[src/rtl/cga_vram_arbiter.sv]
// Arbitrates the single 8-bit video RAM port between CGA display fetch and CPU ISA cycles.
// Display fetch always owns the port; CPU cycles wait for a free sequencer slot.
module cga_vram_arbiter #(
    parameter int RAM_LATENCY  = 1,
    parameter int USE_BUS_WAIT = 1,
    parameter int TIMEOUT      = 31
) (
    input  logic        clk,
    input  logic        rst_n,
    input  logic        disp_req_i,
    input  logic [18:0] disp_addr_i,
    output logic [7:0]  disp_data_o,
    input  logic        isa_op_enable_i,
    input  logic        mem_cs_i,
    input  logic [14:0] bus_a_i,
    input  logic        bus_memr_l_i,
    input  logic        bus_memw_l_i,
    input  logic [7:0]  bus_d_i,
    output logic [7:0]  cpu_rdata_o,
    output logic        bus_rdy_o,
    output logic [18:0] ram_addr_o,
    output logic        ram_we_o,
    output logic [7:0]  ram_wdata_o,
    input  logic [7:0]  ram_rdata_i,
    output logic        timeout_err_o
);

    typedef enum logic [1:0] {IDLE, WAIT_SLOT, ACCESS, DONE} state_t;

    localparam logic [1:0] LatCnt     = 2'(RAM_LATENCY);
    localparam logic [4:0] TimeoutCnt = 5'(TIMEOUT);
    localparam int         LatIdx     = RAM_LATENCY - 1;

    state_t                 state_q, state_d;
    logic [1:0]             memrSync_q, memwSync_q;
    logic                   memrPrev_q, memwPrev_q;
    logic [14:0]            addr_q, addr_d;
    logic [7:0]             data_q, data_d;
    logic                   wr_q, wr_d;
    logic [4:0]             waitCnt_q, waitCnt_d;
    logic [1:0]             accCnt_q, accCnt_d;
    logic [7:0]             cpuRdata_q, cpuRdata_d;
    logic                   timeoutErr_q, timeoutErr_d;
    logic [7:0]             dispData_q, dispData_d;
    logic [RAM_LATENCY-1:0] dispPipe_q, dispPipe_d;

    logic memrS, memwS, reqFall, grant, strobeHeld;

    assign memrS      = memrSync_q[1];
    assign memwS      = memwSync_q[1];
    assign reqFall    = mem_cs_i && ((memrPrev_q && !memrS) || (memwPrev_q && !memwS));
    assign grant      = !disp_req_i && (isa_op_enable_i || (waitCnt_q == TimeoutCnt));
    assign strobeHeld = wr_q ? !memwS : !memrS;

    always_ff @(posedge clk or negedge rst_n) begin
        if (!rst_n) begin
            state_q      <= IDLE;
            memrSync_q   <= 2'b11;
            memwSync_q   <= 2'b11;
            memrPrev_q   <= 1'b1;
            memwPrev_q   <= 1'b1;
            addr_q       <= '0;
            data_q       <= '0;
            wr_q         <= 1'b0;
            waitCnt_q    <= '0;
            accCnt_q     <= '0;
            cpuRdata_q   <= '0;
            timeoutErr_q <= 1'b0;
            dispData_q   <= '0;
            dispPipe_q   <= '0;
        end else begin
            state_q      <= state_d;
            memrSync_q   <= {memrSync_q[0], bus_memr_l_i};
            memwSync_q   <= {memwSync_q[0], bus_memw_l_i};
            memrPrev_q   <= memrS;
            memwPrev_q   <= memwS;
            addr_q       <= addr_d;
            data_q       <= data_d;
            wr_q         <= wr_d;
            waitCnt_q    <= waitCnt_d;
            accCnt_q     <= accCnt_d;
            cpuRdata_q   <= cpuRdata_d;
            timeoutErr_q <= timeoutErr_d;
            dispData_q   <= dispData_d;
            dispPipe_q   <= dispPipe_d;
        end
    end

    always_comb begin
        state_d      = state_q;
        addr_d       = addr_q;
        data_d       = data_q;
        wr_d         = wr_q;
        waitCnt_d    = waitCnt_q;
        accCnt_d     = accCnt_q;
        cpuRdata_d   = cpuRdata_q;
        timeoutErr_d = timeoutErr_q;
        dispData_d   = dispData_q;

        dispPipe_d[0] = disp_req_i;
        for (int i = 1; i < RAM_LATENCY; i++) begin
            dispPipe_d[i] = dispPipe_q[i-1];
        end
        if (dispPipe_q[LatIdx]) begin
            dispData_d = ram_rdata_i;
        end

        case (state_q)
            IDLE: begin
                if (reqFall) begin
                    addr_d    = bus_a_i;
                    data_d    = bus_d_i;
                    wr_d      = !memwS;
                    waitCnt_d = '0;
                    state_d   = WAIT_SLOT;
                end
            end
            WAIT_SLOT: begin
                // A released read is dropped; a released write stays posted.
                if (!strobeHeld && !wr_q) begin
                    state_d = IDLE;
                end else if (grant) begin
                    accCnt_d = '0;
                    state_d  = ACCESS;
                    if (!isa_op_enable_i) begin
                        timeoutErr_d = 1'b1;
                    end
                end else if (waitCnt_q != TimeoutCnt) begin
                    waitCnt_d = waitCnt_q + 5'd1;
                end
            end
            ACCESS: begin
                if (disp_req_i) begin
                    state_d = WAIT_SLOT;
                end else if (!strobeHeld && !wr_q) begin
                    state_d = IDLE;
                end else if (accCnt_q == LatCnt) begin
                    if (!wr_q) begin
                        cpuRdata_d = ram_rdata_i;
                    end
                    state_d = (wr_q && memwS) ? IDLE : DONE;
                end else begin
                    accCnt_d = accCnt_q + 2'd1;
                end
            end
            DONE: begin
                if (memrS && memwS) begin
                    state_d = IDLE;
                end
            end
            default: state_d = IDLE;
        endcase
    end

    // Display fetch overrides the CPU on the RAM port in the same clock.
    assign ram_addr_o    = disp_req_i ? disp_addr_i :
                           (state_q == ACCESS) ? {4'h0, addr_q} : '0;
    assign ram_we_o      = !disp_req_i && (state_q == ACCESS) && wr_q;
    assign ram_wdata_o   = data_q;
    assign bus_rdy_o     = (USE_BUS_WAIT == 0) || (state_q == IDLE) || (state_q == DONE);
    assign cpu_rdata_o   = cpuRdata_q;
    assign disp_data_o   = dispData_q;
    assign timeout_err_o = timeoutErr_q;

endmodule

[config.mk]
export PLATFORM = sky130hd
export DESIGN_NAME = cga_vram_arbiter
export DESIGN_NICKNAME = d
export VERILOG_FILES = /design/src/rtl/cga_vram_arbiter.sv
export SDC_FILE = /design/constraint.sdc
export NUM_CORES = 1
export LEC_CHECK = 0
export ABC_CLOCK_PERIOD_IN_PS = 2100
export CORE_ASPECT_RATIO = 0.9
export CORE_MARGIN = 3
export CORE_UTILIZATION = 35
export DETAILED_ROUTE_END_ITERATION = 12
export GPL_ROUTABILITY_DRIVEN = 0
export GPL_TIMING_DRIVEN = 0
export PLACE_DENSITY = 0.78
export REMOVE_ABC_BUFFERS = 1
export SYNTH_ARGS = -nofsm -noshare
export SYNTH_HDL_FRONTEND = slang
export SYNTH_SLANG_ARGS = --single-unit
export TNS_END_PERCENT = 50
[constraint.sdc]
create_clock -name clk -period 2.1 [get_ports clk]
set_input_delay 0.42 -clock clk [delete_from_list [all_inputs] [get_ports clk]]
set_output_delay 0.42 -clock clk [all_outputs]
set_load 0.01 [all_outputs]
* After elaboration in Yosys (flattened, before gate mapping)
Cells that the tools add are included.
Storage, ports and cells: flip-flop bits (word level) 57, bits of input ports 57, output and inout port bits 46, word-level logic and storage cells 86
Operators by class: $add $sub $neg 2, equal/unequal tests 17, muxes and demuxes 23, bitwise gates (word level) 4, reduce and logical (&&, ||, !) cells 26
Operator list (count):
- $mux W2 | 13
- $mux W5 | 4
- $mux W19 | 1
- $ne A2 B2 Y1 const B | 9
- $mux W15 | 1
- $pmux W5 S2 | 1
- $reduce_and A5 Y1 | 2
- $logic_and A1 B1 Y1 | 9
- $pmux W2 S4 | 1
- $reduce_and A4 Y1 | 2
- $reduce_and A6 Y1 | 1
- $add A5 B1 Y5 const B | 1
- $eq A5 B5 Y1 const B | 1
- $logic_not A1 Y1 | 5
- $ne A5 B5 Y1 const B | 1
- $eq A2 B1 Y1 const B | 2
- $eq A2 B2 Y1 const B | 2
- $ne A4 B4 Y1 const B | 1
- $not A1 Y1 | 4
- $pmux W2 S2 | 1
- $reduce_bool A2 Y1 | 2
- $logic_or A1 B1 Y1 | 3
- $ne A3 B3 Y1 const B | 1
- $add A2 B1 Y2 const B | 1
- other kinds (3) | 3

* Logic depth before layout (Yosys ltp)
Gate-level depths: netlist of run 1.
word-level depth 7, gate-level depth with buffers 8, gate-level depth less buffers 8

* Worst setup path before layout of run 1
Ideal clock, no wire load.
path kind reg2reg, from register waitCnt_q[0], to register waitCnt_q[0], setup time 0.125 ns, data arrival time 1.796 ns, required time 1.975 ns, slack 0.179 ns, stages on the path, launching flop included 8, path buffers 0, clock period less this slack 1.921 ns, cells stage by stage dfrtp_1 ha_1 and3_1 ha_1 a2111oi_4 a21oi_1 nor2_1 mux2_2
On the way: cells in the longest elaborated chain, start to end 5, elaborated cells between the ends (all ways) 12, those cells by class 1 x add/sub; 4 x eq/ne; 4 x mux; 3 x reduce/logical
Ends and longest elaborated chain:
- start, declared | line 40 | logic [4:0] waitCnt_q, waitCnt_d;
- start signal, assigned | line 80 | waitCnt_q <= waitCnt_d;
- $add A5 B1 Y5 / $eq A5 B5 Y1 (equally long branches) | line 129, 52
- $mux W5 / $logic_or A1 B1 Y1 (equally long branches) | line 128, 52
- $mux W5 / $logic_and A1 B1 Y1 (equally long branches) | line 122, 52
- $mux W5 / $ne A2 B2 Y1 (equally long branches)
- $pmux W5 S2 / $reduce_and A5 Y1 (equally long branches)
Parallel ways exist; a longest one is shown, timed or not. The select of a mux whose other input is x is not followed. A chain may end at the register's enable or synchronous reset.

* Worst setup path after layout of run 1
from register state_q[0], to output port ram_addr_o[4]
On the way: cells in the longest elaborated chain, start to end 3
Ends and longest elaborated chain:
- start, declared | line 34 | state_t state_q, state_d;
- start signal, assigned | line 72 | state_q <= state_d;
- $eq A2 B2 Y1 | line 157 | (state_q == ACCESS) ? {4'h0, addr_q} : '0;
- $mux W15 | line 157
- $mux W19 | line 156 | assign ram_addr_o = disp_req_i ? disp_addr_i :
- end, declared | line 21 | output logic [18:0] ram_addr_o,
No other way between the ends.

==> run metrics, run 1 <==
TritonCTS clock tree=built; fmax=485 MHz; Simple-Gate Fraction of Synth Area=10.3%; synth top area cells=dfrtp_1 (49%), mux2_2 (17%), dfstp_2 (6.0%), nand2_1 (4.0%), ha_1 (3.4%); Tcrit/Tclk final=98.2%; PortBufs=102; first-pass GRT wire length=10300 um; XOR/XNOR share of the synthesized area=0%; worst skew pair latency=330 ps; unrepaired setup endpoints after global routing=true; Peak VDD IR=593 uV; Die X=97.0 um; HPWL Detailed=4350 um; reg2reg path depth=8; Vias per Instance=4.79; H-tree levels=3; top_reg_cell synth=dfrtp_1; status=complete, no violations; Max Slew Vio Count=0; clock sinks=57; yosys warns=0; largest area contributor in the netlist=dfrtp_1; Critical R2R Launch=state_q[0]$_DFFE_PN0P_; max cap viols=0; Chip Height=87.9 um; # DRC=0; CTS Buf Count=9; Initial Util=36.5%; largest family of logic cells by synthesized area=multiplexers; Core Footprint=0.00715 mm2; leakage power=0.00172 uW; sequential element share of the synthesized area=54.9%; Worst Clk Skew=7.66 ps; Finished Layout Cells=433; Arr. time, crit path=1640 ps; Synth Register Bits=57; Post-synth EDFFs=0; clk root buf=clkbuf_8; Synth top area share=48.9%; largest net degree at the start of global routing=39; # diodes=0; Nets=400; clk buf depth=2; setup TNS=0 ps; top-count cell post-synth=dfrtp_1; CP max stage delay=400 ps; DIE AREA=0.00853 mm2; Compound-Gate Fraction of Synth Area=11.2%; WL per Instance=14.7 um; Rel. slew slack=58.4%; row cnt=29; Tot GR Track Use=15.2%; design area=0.00400 mm2; final hold violations=0; I/O pin cnt=103; worst-margin pin slew=622 ps; most instantiated cells after synthesis=dfrtp_1 (51), mux2_2 (40), nand2_1 (28); adder-cell share of the synthesized area=3.36%; Max FO, Critical Path=5; Worst setup EP type=output pin; post-synth cell types=32; Initial DRT Pass Iterations=4; number of DRC markers in iteration 0=51; DP Area=0.00372 mm2; Final min period=2060 ps; multiplexer share of the synthesized area=17.6%; wirelength, routed=6380 um; Worst-path clk slew=60 ps; Layout Area Growth over Synthesis=53.4%; initial antenna violation count=0; number of global-route vias before repair=2181; Mapped Cells=218; Crit-path slowest cell=dfrtp_1; r2r setup slk=70 ps; hold crit path type=input port to async pin; CP Class=flop to output pin; FF-to-FF End=cpu_rdata_o[3]$_DFFE_PN0P_; # setup viols final=0; asr flop ratio synth=100%; DR vias=2072; syn avg cell area=12.0 um2; Pwr Density=1060 mW/mm2; cell area after synthesis=0.00261 mm2; crit start category=flop; share of cells above drive strength 1=30.0%; worst path required time=1680 ps; total gr overflow=0; number of routed nets with antenna violations=0; CP Cell Sequence=inv_2 > ha_4 > nor2b_4 > buf_4 > a22o_1 > clkdlybuf4s15_2; DP Cell Count=405
registers in the layout, summed over array words and instances (netlist names):
name and count:
addr_q 15, dispPipe_q 1, memrSync_q 2, ram_wdata_o 8, state_q 2, memrPrev_q 1
timeout_err_o 1, memwSync_q 2, wr_q 1, accCnt_q 2, disp_data_o 8, memwPrev_q 1
waitCnt_q 5, cpu_rdata_o 8
through the flow:
stage | util, % | hold WS [ps] | setup slack (ps) | power (uW)
finish | 56.0 | 51.1 | 38.0 | 4250
global route | 56.0 | 70.6 | -53.5 | 4550
CTS | 55.8 | 53.9 | -4.88 | 4230
detailed placement | 52.1 | 348 | -1390 | 3250
global placement | 51.9 | 347 | -1380 | 3190
floorplan | - | 124 | 106 | 2500
routing by layer:
layer	up-vias	global-route usage, %	share of wire [%]
met5	-	0	0
met4	0	3.06	0.27
met3	2	7.01	7.0
met2	66	26.7	51
met1	1013	17.4	42
li1	991	-	-
layout make-up:
type / instances / area, um2
clock buffer: 10 / 138
multi-input combinational: 144 / 1170
sequential: 57 / 1430
clock inverter: 5 / 32.5
inverter: 8 / 30.0
timing repair buffer: 116 / 1080
fill: 622 / 3150
tap: 93 / 116
worst max-delay path: cells and delay by family (launching register included):
family | cells | cell delay, ps
flip-flops | 1 | 400
AND/OR/NAND/NOR | 1 | 210
AO/OA/AOI/OAI | 1 | 120
adder cells (fa/ha/maj) | 1 | 140
buffers and inverters | 3 | 460
worst max path at each step:
stage | startpoint | end | slack [ps] | cells past startpoint
floorplan | state_q[0]$_DFFE_PN0P_ | cpu_rdata_o[0]$_DFFE_PN0P_ | 110 | 5
global placement | disp_req_i | ram_we_o | -1380 | 4
detailed placement | disp_req_i | ram_we_o | -1390 | 4
CTS | waitCnt_q[0]$_DFFE_PN0P_ | waitCnt_q[3]$_DFFE_PN0P_ | -5 | 7
global route | state_q[0]$_DFFE_PN0P_ | ram_addr_o[4] | -50 | 6
finish | state_q[0]$_DFFE_PN0P_ | ram_addr_o[4] | 40 | 6
kinds of logic after synthesis:
kind of cell / count (synthesis)
AOI/OAI and AO/OA: 41
buffers and inverters: 17
DFF: 57
muxes: 41
adders and majority gates: 7
and+or+nand+nor: 55
where the power goes:
part	total [uW]	internal [uW]	switching [uW]
sequential	1670	1460	207
combinational	1700	987	716
clock	879	448	431
layout by cell type, fill, tap and decap left out, types with 2 or more instances in the layout:
master | synthesis | layout
a21o_1 | 2 | 2
a21oi_1 | 5 | 4
a22o_1 | 7 | 7
and2_1 | 5 | 5
buf_12 | 0 | 2
buf_2 | 3 | 2
buf_4 | 0 | 11
clkbuf_2 | 0 | 11
clkbuf_8 | 0 | 10
clkdlybuf4s50_1 | 0 | 83
clkinv_2 | 0 | 2
clkinvlp_4 | 0 | 3
dfrtp_1 | 51 | 51
dfstp_2 | 6 | 6
dlygate4sd2_1 | 0 | 3
ha_1 | 7 | 3
ha_4 | 0 | 3
inv_1 | 8 | 7
mux2_2 | 40 | 40
nand2_1 | 28 | 27
nand2b_1 | 5 | 5
nor2_1 | 10 | 10
o21ai_0 | 16 | 16
o31ai_1 | 2 | 2
what timing repair did:
item / in CTS / in global routing
pin swaps: 1 / 8
hold buffers: 0 / 0
cloned: 0 / 0
endpoints found under the setup margin: 61 / 31
resized for setup: 37 / 33
buffers inserted: 8 / 5
hold endpoints to repair: 0 / 0
No activity file was read; power rests on OpenSTA's default activity.
==> inputs of run 2 (changes only) <==
--- a/config.mk
+++ b/config.mk
@@ -9,6 +9,7 @@
 export CORE_ASPECT_RATIO = 0.9
 export CORE_MARGIN = 3
 export CORE_UTILIZATION = 35
+export CTS_BUF_LIST = sky130_fd_sc_hd__clkbuf_2
 export DETAILED_ROUTE_END_ITERATION = 12
 export GPL_ROUTABILITY_DRIVEN = 0
 export GPL_TIMING_DRIVEN = 0
==> run 2 against run 1 <==
Effect of this change:
- the run now ends with setup timing left
- maximum frequency fell by 4.5%
- clock skew rose by 8.8 ps
- power fell by 8.4%
- clock-buffer cell count fell by 1
- non-clock buffer count rose by 1
- worst setup slack got worse by 98 ps
==> run metrics, run 2 (synthesis results as in run 1) <==
initial antenna violation count=0 (unchanged); total power=3890 uW (-8.4%); Initial DRT Pass Iterations=4 (unchanged); clk root buf=clkbuf_2; # diodes=0 (unchanged); Vias per Instance=4.78 (about the same); Chip Height=87.9 um (unchanged); Final min period=2160 ps (+98.0 ps); first-pass GRT wire length=10400 um (+0.87%); Layout Area Growth over Synthesis=50.9%; post-place setup slack=-1390 ps (unchanged); clock sinks=57 (unchanged); worst skew pair latency=480 ps (+150 ps); setup ws final=-60.0 ps (-98.0 ps); status=finished, violations left; Tot GR Track Use=15.5% (+0.23 points); worst path required time=1680 ps (about the same); CP Class=flop to output pin; HPWL Detailed=4350 um (unchanged); most frequent cells in the layout=clkdlybuf4s50_1 (83), dfrtp_1 (51), mux2_2 (40); clk buf depth=2 (unchanged); # DRC=0 (unchanged); row cnt=29 (unchanged); Core Footprint=0.00715 mm2 (unchanged); TritonCTS clock tree=built; Die X=97.0 um (unchanged); final hold violations=0 (unchanged); Max Slew Vio Count=0 (unchanged); Pwr Density=989 mW/mm2 (-6.9%); unrepaired setup endpoints after global routing=true; max cap viols=0 (unchanged); leakage power=0.00170 uW (-1.4%); delay-heaviest family, CP=flip-flops; fmax=463 MHz (-4.5%); Worst setup EP type=output pin; Peak VDD IR=475 uV (-20%); DR vias=2075 (+0.14%); Arr. time, crit path=1740 ps (+100 ps); Worst-path clk slew=150 ps (+90 ps); Rel. slew slack=58.3% (about the same); number of global-route vias before repair=2239 (+2.7%); setup TNS=-303 ps (-303 ps); number of DRC markers in iteration 0=56 (+9.8%); share of cells above drive strength 1=31.4% (+1.4 points); largest net degree at the start of global routing=39 (unchanged); WL per Instance=14.5 um (-1.4%); hold crit path type=input port to flop; crit start category=flop; number of routed nets with antenna violations=0 (unchanged); CP Cell Sequence=inv_2 > ha_4 > nor2b_4 > buf_6 > a22o_1 > buf_2; wirelength, routed=6310 um (-1.1%); Worst Clk Skew=16.4 ps (+8.79 ps); max FFs per register=15 (unchanged); commonest non-fill, non-tap cell in the layout=clkdlybuf4s50_1; H-tree levels=3 (unchanged); CP max stage delay=430 ps (+30 ps); Tcrit/Tclk final=103% (+4.7 points); I/O pin cnt=103 (unchanged); Top reg by flops=addr_q; DIE AREA=0.00853 mm2 (unchanged); fillcell total=631 (+1.4%); Initial Util=36.5% (unchanged); # setup viols final=8 (+8); critical path buffer and inverter count=3 (unchanged); CTS Buf Count=9 (unchanged); Nets=401 (+0.25%); worst-margin pin slew=623 ps (+0.789 ps); Crit-path slowest cell=dfrtp_1; Max FO, Critical Path=4 (-1); PortBufs=102 (unchanged); violated checks=setup timing; total gr overflow=0 (unchanged)
-- run 2: cell types whose count changed in the layout (fill, tap and decap cells not counted), moves of 3 or more --
cell           change
clkbuf_8          -10
dlygate4sd2_1      -3
buf_6              +5
o21ai_1            +3
buf_2             +12
buf_4              -4
o21ai_0            -3
-- run 2: metrics by stage --
stage | instance area, um2 | hold WS, ps | instances | utilization [%]
floorplan | 2570 | 124 | 209 | -
finish | 3940 | 332 | 434 | 55.1
detailed placement | 3720 | 348 | 405 | 52.1
CTS | 3970 | 274 | 434 | 55.5
global placement | 3710 | 347 | 404 | 51.9
global route | 3940 | 243 | 434 | 55.1
-- run 2: report_power, final --
part | switching, uW | internal, uW
clock network | 412 | 140
logic | 715 | 968
registers | 205 | 1460
-- run 2: worst paths after layout --
| check | from | endpoint | slack [ps] | cells after the start |
|---|---|---|---|---|
| hold reg to reg | memrSync_q[0]$_DFF_PN1_ | memrSync_q[1]$_DFF_PN1_ | 370 | 0 |
| setup reg to reg | waitCnt_q[1]$_DFFE_PN0P_ | waitCnt_q[3]$_DFFE_PN0P_ | 40 | 7 |
| min in group asynchronous | rst_n | waitCnt_q[3]$_DFFE_PN0P_ | 410 | 2 |
| setup / recovery | state_q[0]$_DFFE_PN0P_ | ram_addr_o[7] | -60 | 6 |
| max in group asynchronous | rst_n | memwSync_q[1]$_DFF_PN1_ | 1050 | 3 |
| hold / removal | bus_memw_l_i | memwSync_q[0]$_DFF_PN1_ | 330 | 1 |
-- run 2: routing by layer --
layer  track usage, %  routed length (um)  vias to the layer above
met4             4.21                  48                        0
li1                 -                   -                      994
met2             26.9                3120                       64
met5                0                   0                        -
met1             17.3                2660                     1009
met3             7.25                 476                        8
-- run 2: layout make-up --
type	instances	area, um2	area share (%)
Tap cell	93	116	2.96
Clock buffer	9	45.0	1.14
Timing Repair Buffer	117	1110	28.1
Sequential cell	57	1430	36.4
Multi-Input combinational cell	144	1170	29.7
Clock inverter	6	36.3	0.922
Inverter	8	30.0	0.763
-- run 2: timing repair --
action / in CTS / in global routing
gates resized for setup: 72 / 29
pin swaps: 4 / 3
hold endpoints to repair: 19 / 0
buffers inserted: 13 / 2
hold buffers: 1 / 0
setup endpoints to repair: 59 / 32
